<file path="src/rtl/lab1_imul_mul_arbiter.sv">
// Round-robin arbiter sharing one iterative multiplier between two val/rdy requesters.
// One transaction in flight; the response is routed back to the requester that issued it.
module lab1_imul_mul_arbiter #(
  parameter int unsigned p_req_nbits  = 64,
  parameter int unsigned p_resp_nbits = 32,
  parameter int unsigned p_cnt_nbits  = 16
) (
  input  logic                    clk,
  input  logic                    reset,

  input  logic                    in0_req_val,
  output logic                    in0_req_rdy,
  input  logic [p_req_nbits-1:0]  in0_req_msg,

  input  logic                    in1_req_val,
  output logic                    in1_req_rdy,
  input  logic [p_req_nbits-1:0]  in1_req_msg,

  output logic                    out0_resp_val,
  input  logic                    out0_resp_rdy,
  output logic                    out1_resp_val,
  input  logic                    out1_resp_rdy,
  output logic [p_resp_nbits-1:0] out_resp_msg,

  output logic                    mul_req_val,
  input  logic                    mul_req_rdy,
  output logic [p_req_nbits-1:0]  mul_req_msg,

  input  logic                    mul_resp_val,
  output logic                    mul_resp_rdy,
  input  logic [p_resp_nbits-1:0] mul_resp_msg,

  output logic                    busy,
  output logic [p_cnt_nbits-1:0]  cnt0,
  output logic [p_cnt_nbits-1:0]  cnt1
);

  typedef enum logic [1:0] {
    ST_IDLE  = 2'd0,
    ST_ISSUE = 2'd1,
    ST_WAIT  = 2'd2
  } state_t;

  state_t                  r_state;
  logic                    r_prio;
  logic                    r_owner;
  logic [p_req_nbits-1:0]  r_msg;
  logic [p_cnt_nbits-1:0]  r_cnt0;
  logic [p_cnt_nbits-1:0]  r_cnt1;

  logic w_idle;
  logic w_issue;
  logic w_wait;
  logic w_grant_any;
  logic w_grant_sel;
  logic w_owner_rdy;

  // State decodes are qualified by reset so every val/rdy output is low while reset is held.
  always_comb begin
    w_idle      = !reset && (r_state == ST_IDLE);
    w_issue     = !reset && (r_state == ST_ISSUE);
    w_wait      = !reset && (r_state == ST_WAIT);
    w_grant_any = in0_req_val | in1_req_val;
    w_grant_sel = (in0_req_val & in1_req_val) ? r_prio : in1_req_val;
    w_owner_rdy = r_owner ? out1_resp_rdy : out0_resp_rdy;
  end

  assign in0_req_rdy   = w_idle & in0_req_val & ~w_grant_sel;
  assign in1_req_rdy   = w_idle & in1_req_val &  w_grant_sel;

  assign mul_req_val   = w_issue;
  assign mul_req_msg   = r_msg;

  assign out0_resp_val = w_wait & ~r_owner & mul_resp_val;
  assign out1_resp_val = w_wait &  r_owner & mul_resp_val;
  assign mul_resp_rdy  = w_wait & w_owner_rdy;
  assign out_resp_msg  = w_wait ? mul_resp_msg : '0;

  assign busy = (r_state != ST_IDLE);
  assign cnt0 = r_cnt0;
  assign cnt1 = r_cnt1;

  always_ff @(posedge clk) begin
    if (reset) begin
      r_state <= ST_IDLE;
      r_prio  <= 1'b0;
      r_owner <= 1'b0;
      r_msg   <= '0;
      r_cnt0  <= '0;
      r_cnt1  <= '0;
    end else begin
      unique case (r_state)
        ST_IDLE: begin
          if (w_grant_any) begin
            r_msg   <= w_grant_sel ? in1_req_msg : in0_req_msg;
            r_owner <= w_grant_sel;
            r_state <= ST_ISSUE;
          end
        end
        ST_ISSUE: begin
          if (mul_req_rdy) r_state <= ST_WAIT;
        end
        ST_WAIT: begin
          if (mul_resp_val && w_owner_rdy) begin
            if (!r_owner && (r_cnt0 != '1)) r_cnt0 <= r_cnt0 + p_cnt_nbits'(1);
            if ( r_owner && (r_cnt1 != '1)) r_cnt1 <= r_cnt1 + p_cnt_nbits'(1);
            r_prio  <= ~r_owner;
            r_state <= ST_IDLE;
          end
        end
        default: r_state <= ST_IDLE;
      endcase
    end
  end

endmodule

</file>
<file path="config.mk">
export PLATFORM = sky130hd
export DESIGN_NAME = lab1_imul_mul_arbiter
export DESIGN_NICKNAME = d
export VERILOG_FILES = /design/src/rtl/lab1_imul_mul_arbiter.sv
export SDC_FILE = /design/constraint.sdc
export NUM_CORES = 1
export LEC_CHECK = 0
export BUFFER_PORTS_ARGS = -buffer_cell sky130_fd_sc_hd__buf_4
export CAP_MARGIN = 30
export CORE_ASPECT_RATIO = 0.75
export CORE_MARGIN = 10
export CORE_UTILIZATION = 48
export CTS_BUF_LIST = sky130_fd_sc_hd__clkbuf_4
export DETAILED_ROUTE_END_ITERATION = 16
export HOLD_SLACK_MARGIN = 0.03
export PLACE_DENSITY = 0.85
export SLEW_MARGIN = 40
export SYNTH_ARGS = -nofsm -noshare
export SYNTH_HDL_FRONTEND = slang
export SYNTH_SLANG_ARGS = --single-unit
</file>
<file path="constraint.sdc">
create_clock -name clk -period 5.4 [get_ports clk]
set_clock_uncertainty 0.1 [all_clocks]
set_input_delay 1.08 -clock clk [delete_from_list [all_inputs] [get_ports clk]]
set_output_delay 1.08 -clock clk [all_outputs]
set_load 0.02 [all_outputs]
</file>
# Word level (Yosys, flattened, before mapping)
# Cells that the tools add are included.
# word_totals
reg_bits	100
latchBits	0
ram_bits	0
romBits	0
inputBits	168
out_inout_bits	135
wordCells	51
memories	0
# op_classes
add_sub_neg	2
mul	0
n_div	0
n_lt_le_gt_ge	0
n_eq_ne	7
shift	0
n_mux	8
bitwise	13
n_reduce_logical	15
# ops
cell	count
64-bit 2-to-1 mux	1
16-bit by 1-bit adder with 16-bit output, second input constant	2
32-bit 2-to-1 mux	1
16-bit inequality test, second input constant	2
1-bit AND	10
3-bit AND reduction	3
1-bit logical AND	6
2-bit 2-to-1 mux	3
2-bit one-hot mux with 3 select lines	1
2-bit inequality test, second input constant	2
2-bit AND reduction	2
2-bit by 1-bit == test with 1-bit output, second input constant	1
2-bit == test, second input constant	1
1-bit zero test	2
2-bit zero test	1
1-bit 2-to-1 mux	2
2-bit by 1-bit inequality test with 1-bit output, second input constant	1
1-bit NOT	2
2-bit nonzero test	1
1-bit OR	1

# Longest topological paths before layout
# Gate-level depths: netlist of the first run.
# depth
ltp_word	4
mapped_depth	6
depth_no_buf	5

# Worst setup path before layout of the first run
# Ideal clock, no wire load.
# synth_path
kind	input-to-output
start	input reset
end	output out0_resp_val
t_arrival_ps	2138
t_required_ps	4220
slack_ps	2082
cell_stages	4
path_buffers	1
cell_sequence	nor3b_1 > clkbuf_1 > nand2_1 > nor2_1
# synth_via
elab_chain_cells	4
# synth_lines
item	line_no	rtl
from (decl)	9	input logic reset,
1-bit zero test	62	w_wait = !reset && (r_state == ST_WAIT);
1-bit logical AND	62	
1-bit AND (2 in series)	74	assign out0_resp_val = w_wait & ~r_owner & mul_resp_val;
to (decl)	19	output logic out0_resp_val,
# No other way between the ends.

# Final worst setup path of the first run
# layout_path
start	input reset
end	output mul_req_val
# layout_via
elab_chain_cells	2
# layout_lines
item	line_no	rtl
1-bit zero test	61	w_issue = !reset && (r_state == ST_ISSUE);
1-bit logical AND	61	
to (decl)	25	output logic mul_req_val,
# No other way between the ends.

==> results of run 1 <==
power by group through the flow:
| stage | clock (mW) | sequential [mW] | combinational, mW |
|---|---|---|---|
| after floorplan | 0 | 0.922 | 0.179 |
| after global placement | 0 | 0.850 | 0.494 |
| after detailed placement | 0 | 0.854 | 0.506 |
| after CTS | 0.503 | 0.838 | 0.507 |
| after global routing | 0.528 | 0.847 | 0.540 |
| final | 0.501 | 0.839 | 0.505 |
sequential cells by signal, summed over array words and instances, names as in the netlist:
name	flops
cnt0	16
r_owner	1
cnt1	16
r_prio	1
r_state	2
mul_req_msg	64
worst max-delay path: cells and delay by family:
family        cells  cell delay [ns]
buf+inv           3             0.90
simple gates      1             0.18
layer usage:
| layer | vias to the layer above | track usage (%) | share of wire [%] |
|---|---|---|---|
| met1 | 2521 | 26.3 | 36 |
| li1 | 2631 | - | - |
| met3 | 21 | 8.96 | 8.8 |
| met5 | - | 0 | 0 |
| met2 | 219 | 46.4 | 54 |
| met4 | 0 | 5.93 | 1.3 |
path summary, 6_finish.rpt:
path | startpoint | to | cells past startpoint
max | reset | mul_req_val | 4
min | mul_req_msg[40] | mul_req_msg[40] | 2
max reg2reg | r_state[1] | mul_req_msg[27] | 5
min reg2reg | mul_req_msg[40] | mul_req_msg[40] | 2
layout make-up:
| class | instances | area share [%] |
|---|---|---|
| clock buffer | 9 | 0.904 |
| clock inverter | 7 | 1.62 |
| inverter | 9 | 0.452 |
| multi-input combinational | 406 | 37.1 |
| sequential | 100 | 26.8 |
| tap | 132 | 2.21 |
| timing repair buffer | 307 | 30.9 |
per-stage QoR:
step                      power (mW)  worst slack (ns)
final                           1.84              2.00
after floorplan                 1.10              2.08
after CTS                       1.85              1.88
after detailed placement        1.36              1.89
after global routing            1.92              1.96
after global placement          1.34              1.65
cell usage after synthesis (11+ instances only):
master      n  area share [%]
or4_1      17             2.6
nand3_1    15             1.5
and2_1     33             4.2
dfxtp_1   100              41
nand4_1    14             1.8
o31ai_1    16             2.4
a211oi_1   64             9.7
a21oi_1    25             2.5
mux2i_1    66              13
clkbuf_1   29             2.2
nor2_1     75             5.7
nand2_1    11            0.84
cell families after synthesis:
family | after synthesis | synth area share [%]
AOI/OAI and AO/OA | 126 | 17.4
adders and majority gates | 2 | 0.506
buffers and inverters | 49 | 4.05
DFF | 100 | 40.5
muxes | 70 | 14.3
and+or+nand+nor | 208 | 23.2
==> results.sh, run 1 <==
export IMPL_status="completed"
export IMPL_yosys_register_bits=100
export IMPL_pin_count=303
export IMPL_dr_pass1_iters=5
export IMPL_synth_nets=725
export IMPL_htreeDepth=3
export IMPL_cp_common_cell="buf_4"
export IMPL_post_cts_buffers=0
export IMPL_cts_tree="yes"
export IMPL_final_hold_viol_count=0
export IMPL_cts_sinks=100
export IMPL_end_kind="output port"
export IMPL_clockBufferDepth=2
export IMPL_rsz0062_at_grt="false"
export IMPL_syn_inst=555
export IMPL_layout_drive_gt1_share_pct=40.0
export IMPL_worst_path_largest_cell_delay_ns=0.58
export IMPL_finalCritPeriodShare_pct=63.1
export IMPL_vias=5392
export IMPL_antenna_found_initial=0
export IMPL_fin_crit_ns=3.40
export IMPL_pwr_share_clk_pct=27.1
export IMPL_synth_main_ff_cell="dfxtp_1"
export IMPL_drtAntennaViolNets=0
export IMPL_seq_area_um2=2000
export IMPL_die_h_um=108
export IMPL_hp_class="reg -> reg"
export IMPL_rows=31
export IMPL_dp_cells=953
export IMPL_pwr_share_comb_pct=27.4
export IMPL_worstPathArrival_ns=2.22
export IMPL_syn_avg_cell_area_um2=8.90
export IMPL_critical_path_required_ns=4.22
export IMPL_cts_hold_buf=0
export IMPL_dp_hpwl_um=16000
export IMPL_fmax_ghz=0.294
export IMPL_fill_cells=763
export IMPL_grt_use_total_pct=25.0
export IMPL_gp_congestion=0.923
export IMPL_route_detailed_drc=0
export IMPL_netlist_area_um2=4940
export IMPL_synthArstFlopShare_pct=0
export IMPL_final_cells=970
export IMPL_max_slew_margin_rel_pct=48.2
export IMPL_antennaDiodeCount=0
export IMPL_critPathLaunchType="primary input"
export IMPL_synth_seq_area_share_pct=40.5
export IMPL_swShare_pct=31.0
export IMPL_synth_edf_count=0
export IMPL_seqPwrFrac_pct=45.5
export IMPL_finalInstanceArea_um2=7480
export IMPL_area_delta_synth_final_pct=51.3
export IMPL_final_nets=1003
export IMPL_wl_um=19800
export IMPL_grt_pass1_wl_um=29300
export IMPL_setup_tns_ns=0
export IMPL_synth_warnings=0
export IMPL_start_util_pct=50.2
export IMPL_crit_type="in -> out"
export IMPL_mostFrequentLayoutCells="305 x buf_4, 100 x dfxtp_1, 75 x nor2_1"
export IMPL_cell_internal_pwr_mw=1.27
export IMPL_drt_initial_drc_count=384
export IMPL_cts_buffers=9
export IMPL_slowest_stage="buf_6"
export IMPL_hold_ws_ns=0.411
export IMPL_portBuffers=302
export IMPL_path_cells="buf_4 -> buf_6 -> nor3b_1 -> buf_4"
export IMPL_power_switching_mw=0.573
export IMPL_worst_r2r_setup_slack_ns=2.90
export IMPL_final_common_cell="buf_4"
export IMPL_post_cts_resized=0
export IMPL_wl_per_cell_um=20.4
export IMPL_clk_pin_slew_ns=0.15
export IMPL_ir_worst_vdd_uv=181
export IMPL_maxSlewViolCount=0
export IMPL_crit_fanout=103
export IMPL_cap_viol_max_count=0
export IMPL_grt_overflow=0
export IMPL_core_um2=9850
export IMPL_fp_dieArea_um2=14800
export IMPL_power_density_nw_per_um2=247
export IMPL_grt_pass1_vias=5315
export IMPL_clk_latency_ns=0.46
export IMPL_multi_input_area_um2=2780
export IMPL_viasPerCell=5.56
export IMPL_grt_max_degree=104
export IMPL_tightest_slew_ns=0.777
export IMPL_cts_root_buffer="clkbuf_4"
export IMPL_fp_dieW_um=137
export IMPL_final_setup_viol_count=0
export IMPL_dpl_cell_area_um2=7280
export IMPL_post_route_util_pct=75.9
export IMPL_synth_distinct_cells=45
export IMPL_p_leak_nw=3.55
No activity file was read; power rests on OpenSTA's default activity.
==> inputs of run 2 (changes only) <==
--- a/config.mk
+++ b/config.mk
@@ -9,11 +9,11 @@
 export CAP_MARGIN = 30
 export CORE_ASPECT_RATIO = 0.75
 export CORE_MARGIN = 10
-export CORE_UTILIZATION = 48
+export CORE_UTILIZATION = 45
 export CTS_BUF_LIST = sky130_fd_sc_hd__clkbuf_4
 export DETAILED_ROUTE_END_ITERATION = 16
 export HOLD_SLACK_MARGIN = 0.03
-export PLACE_DENSITY = 0.85
+export PLACE_DENSITY = 0.8
 export SLEW_MARGIN = 40
 export SYNTH_ARGS = -nofsm -noshare
 export SYNTH_HDL_FRONTEND = slang
==> constraint.sdc (replaced) <==
create_clock -name clk -period 3.25 [get_ports clk]
set_clock_uncertainty 0.1 [all_clocks]
set_input_delay 0.65 -clock clk [delete_from_list [all_inputs] [get_ports clk]]
set_output_delay 0.65 -clock clk [all_outputs]
set_load 0.02 [all_outputs]
==> run 2 against run 1 <==
  * Die area rose by 5.5%
  * Sequential share of layout area rose by 0.10 points
  * Sequential cell count did not move
  * Routed wire length fell by 1.2%
  * Register-to-register slack got worse by 1.8 ns
  * First-iteration DRC count fell by 17%
  * Clock-buffer cell count rose by 1
  * Global-route usage fell by 1.7 points
  * Combinational power rose by 66%
  * Non-clock buffer count rose by 1
  * Via count fell by 1.7%
==> results.sh, run 2 (synthesis gave the netlist of run 1 again) <==
export IMPL_status="completed"
export IMPL_post_place_ws_ns=0.878
export IMPL_tightest_slew_ns=0.694
export IMPL_cts_sinks=100
export IMPL_final_common_cell="buf_4"
export IMPL_power_switching_mw=0.898
export IMPL_worst_r2r_setup_slack_ns=1.07
export IMPL_drtAntennaViolNets=0
export IMPL_worstHoldPathCells=2
export IMPL_antenna_found_initial=1
export IMPL_post_cts_resized=0
export IMPL_fin_ws_ns=0.670
export IMPL_drt_initial_drc_count=320
export IMPL_largest_reg_flops=64
export IMPL_ir_worst_vdd_uv=238
export IMPL_fp_dieW_um=141
export IMPL_cell_internal_pwr_mw=1.96
export IMPL_final_setup_viol_count=0
export IMPL_seqPwrFrac_pct=48.7
export IMPL_final_nets=1004
export IMPL_htreeDepth=3
export IMPL_mostFrequentLayoutCells="306 x buf_4, 100 x dfxtp_1, 75 x nor2_1"
export IMPL_power_density_nw_per_um2=384
export IMPL_finalInstanceArea_um2=7450
export IMPL_gp_congestion=0.978
export IMPL_hp_class="in -> reg"
export IMPL_portBuffers=302
export IMPL_hold_ws_ns=0.347
export IMPL_r2r_cells=5
export IMPL_grt_overflow=0
export IMPL_area_delta_synth_final_pct=50.7
export IMPL_cts_buffers=9
export IMPL_path_cells="nor3b_2 -> buf_4 -> nand2_1 -> nor2_1 -> buf_4"
export IMPL_fp_dieArea_um2=15600
export IMPL_start_util_pct=45.7
export IMPL_wl_met1_um=7510
export IMPL_cp_common_cell="buf_4"
export IMPL_viasPerCell=5.42
export IMPL_grt_pass1_wl_um=29600
export IMPL_cap_viol_max_count=0
export IMPL_die_h_um=111
export IMPL_wl_um=19600
export IMPL_p_leak_nw=3.53
export IMPL_dpl_cell_area_um2=7310
export IMPL_clockBufferDepth=2
export IMPL_cp_depth=5
export IMPL_finalPower_mw=2.86
export IMPL_path_delay_family="flip-flops"
export IMPL_post_route_util_pct=68.9
export IMPL_crit_type="reg -> out"
export IMPL_final_cells=979
export IMPL_pin_count=303
export IMPL_rsz0062_at_grt="false"
export IMPL_final_hold_viol_count=0
export IMPL_maxSlewViolCount=0
export IMPL_cts_hold_buf=0
export IMPL_critPathLaunchType="flip-flop"
export IMPL_worstPathArrival_ns=1.83
export IMPL_cts_tree="yes"
export IMPL_worst_path_largest_cell_delay_ns=0.52
export IMPL_pwr_share_comb_pct=29.4
export IMPL_clk_latency_ns=0.43
export IMPL_grt_max_degree=70
export IMPL_fmax_ghz=0.388
export IMPL_route_detailed_drc=0
export IMPL_dr_pass1_iters=4
export IMPL_dp_hpwl_um=16000
export IMPL_crit_buf_inv=2
export IMPL_post_cts_buffers=0
export IMPL_wl_met3_um=1600
export IMPL_wl_met2_um=10100
export IMPL_dp_cells=963
export IMPL_end_kind="output port"
export IMPL_grt_use_total_pct=23.3
export IMPL_layout_drive_gt1_share_pct=39.7
export IMPL_clk_pin_slew_ns=0.14
export IMPL_slowest_stage="dfxtp_1"
export IMPL_core_um2=10800
export IMPL_cts_root_buffer="clkbuf_4"
export IMPL_max_slew_margin_rel_pct=53.3
export IMPL_grt_pass1_vias=5252
export IMPL_critical_path_required_ns=2.50
export IMPL_rows=33
export IMPL_vias=5302
export IMPL_finalCritPeriodShare_pct=79.4
export IMPL_fin_crit_ns=2.58
export IMPL_top_layer_used="met4"
export IMPL_crit_fanout=35
export IMPL_swShare_pct=31.4
export IMPL_setup_tns_ns=0
export IMPL_pwr_share_clk_pct=21.9
export IMPL_wl_per_cell_um=20.0
## run 2: cell types whose count changed in the layout (fill, tap and decap cells not counted), sizes merged
cell,change
buf,+1
bufinv,-2
clkbuf,+1
clkinv,+1
clkinvlp,+1
diode,+1
inv,-2
## run 2: cell type report
class                      count  area [um2]
fill                         908        3370
multi-input combinational    406        2770
timing repair buffer         308        2340
sequential                   100        2000
tap                          140         175
clock buffer                  10        75.1
clock inverter                 5        53.8
inverter                       9        33.8
antenna                        1        2.50
## run 2: final timing paths
kind | start | to
setup / recovery | r_state[1] | out1_resp_val
hold / removal | mul_req_rdy | r_state[1]
setup reg to reg | cnt1[0] | cnt1[12]
hold reg to reg | mul_req_msg[9] | mul_req_msg[9]
## run 2: layer usage
metal | track usage, % | vias to the layer above
li1 | - | 2632
met1 | 25.9 | 2436
met2 | 40.8 | 214
met3 | 8.39 | 20
met4 | 6.25 | 0
met5 | 0 | -
## run 2: power by group through the flow
stage,Clock (mW),Sequential (mW),Combinational (mW)
floorplan,0,1.53,0.298
global placement,0,1.41,0.829
detailed placement,0,1.42,0.846
CTS,0.644,1.39,0.846
global route,0.701,1.41,0.899
finish,0.626,1.39,0.839
==> inputs of run 3 (changes only) <==
--- a/config.mk
+++ b/config.mk
@@ -9,11 +9,11 @@
 export CAP_MARGIN = 30
 export CORE_ASPECT_RATIO = 0.75
 export CORE_MARGIN = 10
-export CORE_UTILIZATION = 45
+export CORE_UTILIZATION = 40
 export CTS_BUF_LIST = sky130_fd_sc_hd__clkbuf_4
 export DETAILED_ROUTE_END_ITERATION = 16
 export HOLD_SLACK_MARGIN = 0.03
-export PLACE_DENSITY = 0.8
+export PLACE_DENSITY = 0.75
 export SLEW_MARGIN = 40
 export SYNTH_ARGS = -nofsm -noshare
 export SYNTH_HDL_FRONTEND = slang
==> constraint.sdc (replaced) <==
create_clock -name clk -period 2.3 [get_ports clk]
set_clock_uncertainty 0.1 [all_clocks]
set_input_delay 0.46 -clock clk [delete_from_list [all_inputs] [get_ports clk]]
set_output_delay 0.46 -clock clk [all_outputs]
set_load 0.02 [all_outputs]
==> run 3 against run 2 <==
  * Global-route usage fell by 3.0 points
  * Clock power rose by 71%
  * Highest routed layer unchanged
  * Clock-buffer cell count did not move
  * Non-clock buffer count rose by 17
  * Sequential cell count did not move
  * First-iteration DRC count fell by 17%
==> results.sh, run 3 (synthesis gave the netlist of run 1 again) <==
export IMPL_hp_start="mul_req_rdy"
export IMPL_grt_pass1_wl_um=28600
export IMPL_viasPerCell=5.27
export IMPL_area_delta_synth_final_pct=58.7
export IMPL_fp_dieArea_um2=17200
export IMPL_layout_drive_gt1_share_pct=43.1
export IMPL_crit_start="r_state[0]"
export IMPL_portBuffers=302
export IMPL_finalCritPeriodShare_pct=96.6
export IMPL_start_util_pct=40.6
export IMPL_route_detailed_drc=0
export IMPL_cts_sinks=100
export IMPL_fmax_ghz=0.450
export IMPL_critPathLaunchType="flip-flop"
export IMPL_pin_count=303
export IMPL_status="completed"
export IMPL_dp_hpwl_um=15400
export IMPL_hold_ws_ns=0.159
export IMPL_p_leak_nw=3.70
export IMPL_r2r_start="cnt1[0]"
export IMPL_clk_latency_ns=0.43
export IMPL_grt_use_total_pct=20.3
export IMPL_fin_crit_ns=2.22
export IMPL_drtAntennaViolNets=0
export IMPL_final_nets=1021
export IMPL_maxSlewViolCount=0
export IMPL_drt_initial_drc_count=265
export IMPL_largest_reg_flops=64
export IMPL_max_slew_margin_rel_pct=56.4
export IMPL_crit_type="reg -> out"
export IMPL_cts_hold_buf=0
export IMPL_dr_pass1_iters=5
export IMPL_hp_class="in -> reg"
export IMPL_cts_buffers=9
export IMPL_crit_fanout=17
export IMPL_clockBufferDepth=2
export IMPL_final_setup_viol_count=0
export IMPL_fp_dieW_um=148
export IMPL_clk_pin_slew_ns=0.14
export IMPL_final_common_cell="buf_4"
export IMPL_rows=35
export IMPL_core_um2=12200
export IMPL_final_hold_viol_count=0
export IMPL_grt_pass1_vias=5381
export IMPL_htreeDepth=3
export IMPL_cts_tree="yes"
export IMPL_ir_worst_vdd_uv=294
export IMPL_end_kind="output port"
export IMPL_critical_path_required_ns=1.74
export IMPL_post_route_util_pct=64.4
export IMPL_grt_overflow=0
export IMPL_die_h_um=116
export IMPL_cts_root_buffer="clkbuf_4"
export IMPL_antenna_found_initial=0
export IMPL_cap_viol_max_count=0
export IMPL_vias=5393
export IMPL_wl_um=19300
export IMPL_worstPathArrival_ns=1.66
export IMPL_gp_congestion=0.877
export IMPL_grt_max_degree=65
export IMPL_tightest_slew_ns=0.647
export IMPL_rsz0062_at_grt="true"
export IMPL_power_density_nw_per_um2=546
export IMPL_wl_per_cell_um=18.9
export IMPL_mostFrequentLayoutCells="305 x buf_4, 97 x dfxtp_1, 72 x nor2_1"
-- run 3: per-layer routing --
metal | vias to the layer above | global-route usage, % | wire [um]
met4 | 0 | 3.49 | 169
met2 | 197 | 37.0 | 10200
met1 | 2526 | 22.5 | 7350
li1 | 2658 | - | -
met5 | - | 0 | 0
met3 | 12 | 7.59 | 1580
-- run 3: cell type report --
class / count / area, um2
Inverter: 9 / 33.8
Fill cell: 1082 / 4330
Tap cell: 166 / 208
Sequential cell: 100 / 2010
Antenna cell: 1 / 2.50
Clock inverter: 6 / 95.1
Clock buffer: 10 / 75.1
Multi-Input combinational cell: 406 / 2810
Timing Repair Buffer: 325 / 2610
-- run 3: repair_timing --
action                                  in CTS  in global routing
cloned                                       1                  2
setup buffers                                4                  1
endpoints found under the setup margin       1                  7
pin swaps                                    1                  0
resized for setup                            4                 29
-- run 3: worst paths after layout --
path	end	slack [ns]	cells past startpoint
max	out_resp_msg[28]	0.08	4
min	r_state[1]	0.16	2
max reg2reg	cnt1[14]	0.18	5
min reg2reg	mul_req_msg[44]	0.41	2
-- run 3: through the flow --
stage	power [mW]	setup TNS (ns)	setup slack, ns	instances	cell area [um2]
2_1_floorplan	2.58	0	0.222	555	4940
3_5_place_dp	3.22	0	0.167	999	7460
3_3_place_gp	3.19	0	0.177	999	7460
6_report	4.28	0	0.0778	1023	7840
5_1_grt	4.48	-0.278	-0.0339	1022	7840
4_1_cts	4.31	0	0.0330	1019	7690
-- run 3: where the power goes --
part | leakage (nW) | total, mW | internal (mW) | switching [mW]
Sequential | 0.825 | 1.96 | 1.88 | 0.0836
Combinational | 2.79 | 1.24 | 0.600 | 0.643
Clock | 0.0852 | 1.07 | 0.465 | 0.609
Total | 3.70 | 4.28 | 2.95 | 1.34
-- run 3: critical path: stages, from the launching register on --
cell       delay [ns]
dfxtp_4          0.39
nor3b_4          0.25
bufbuf_16        0.33
and2_1           0.14
buf_4            0.14
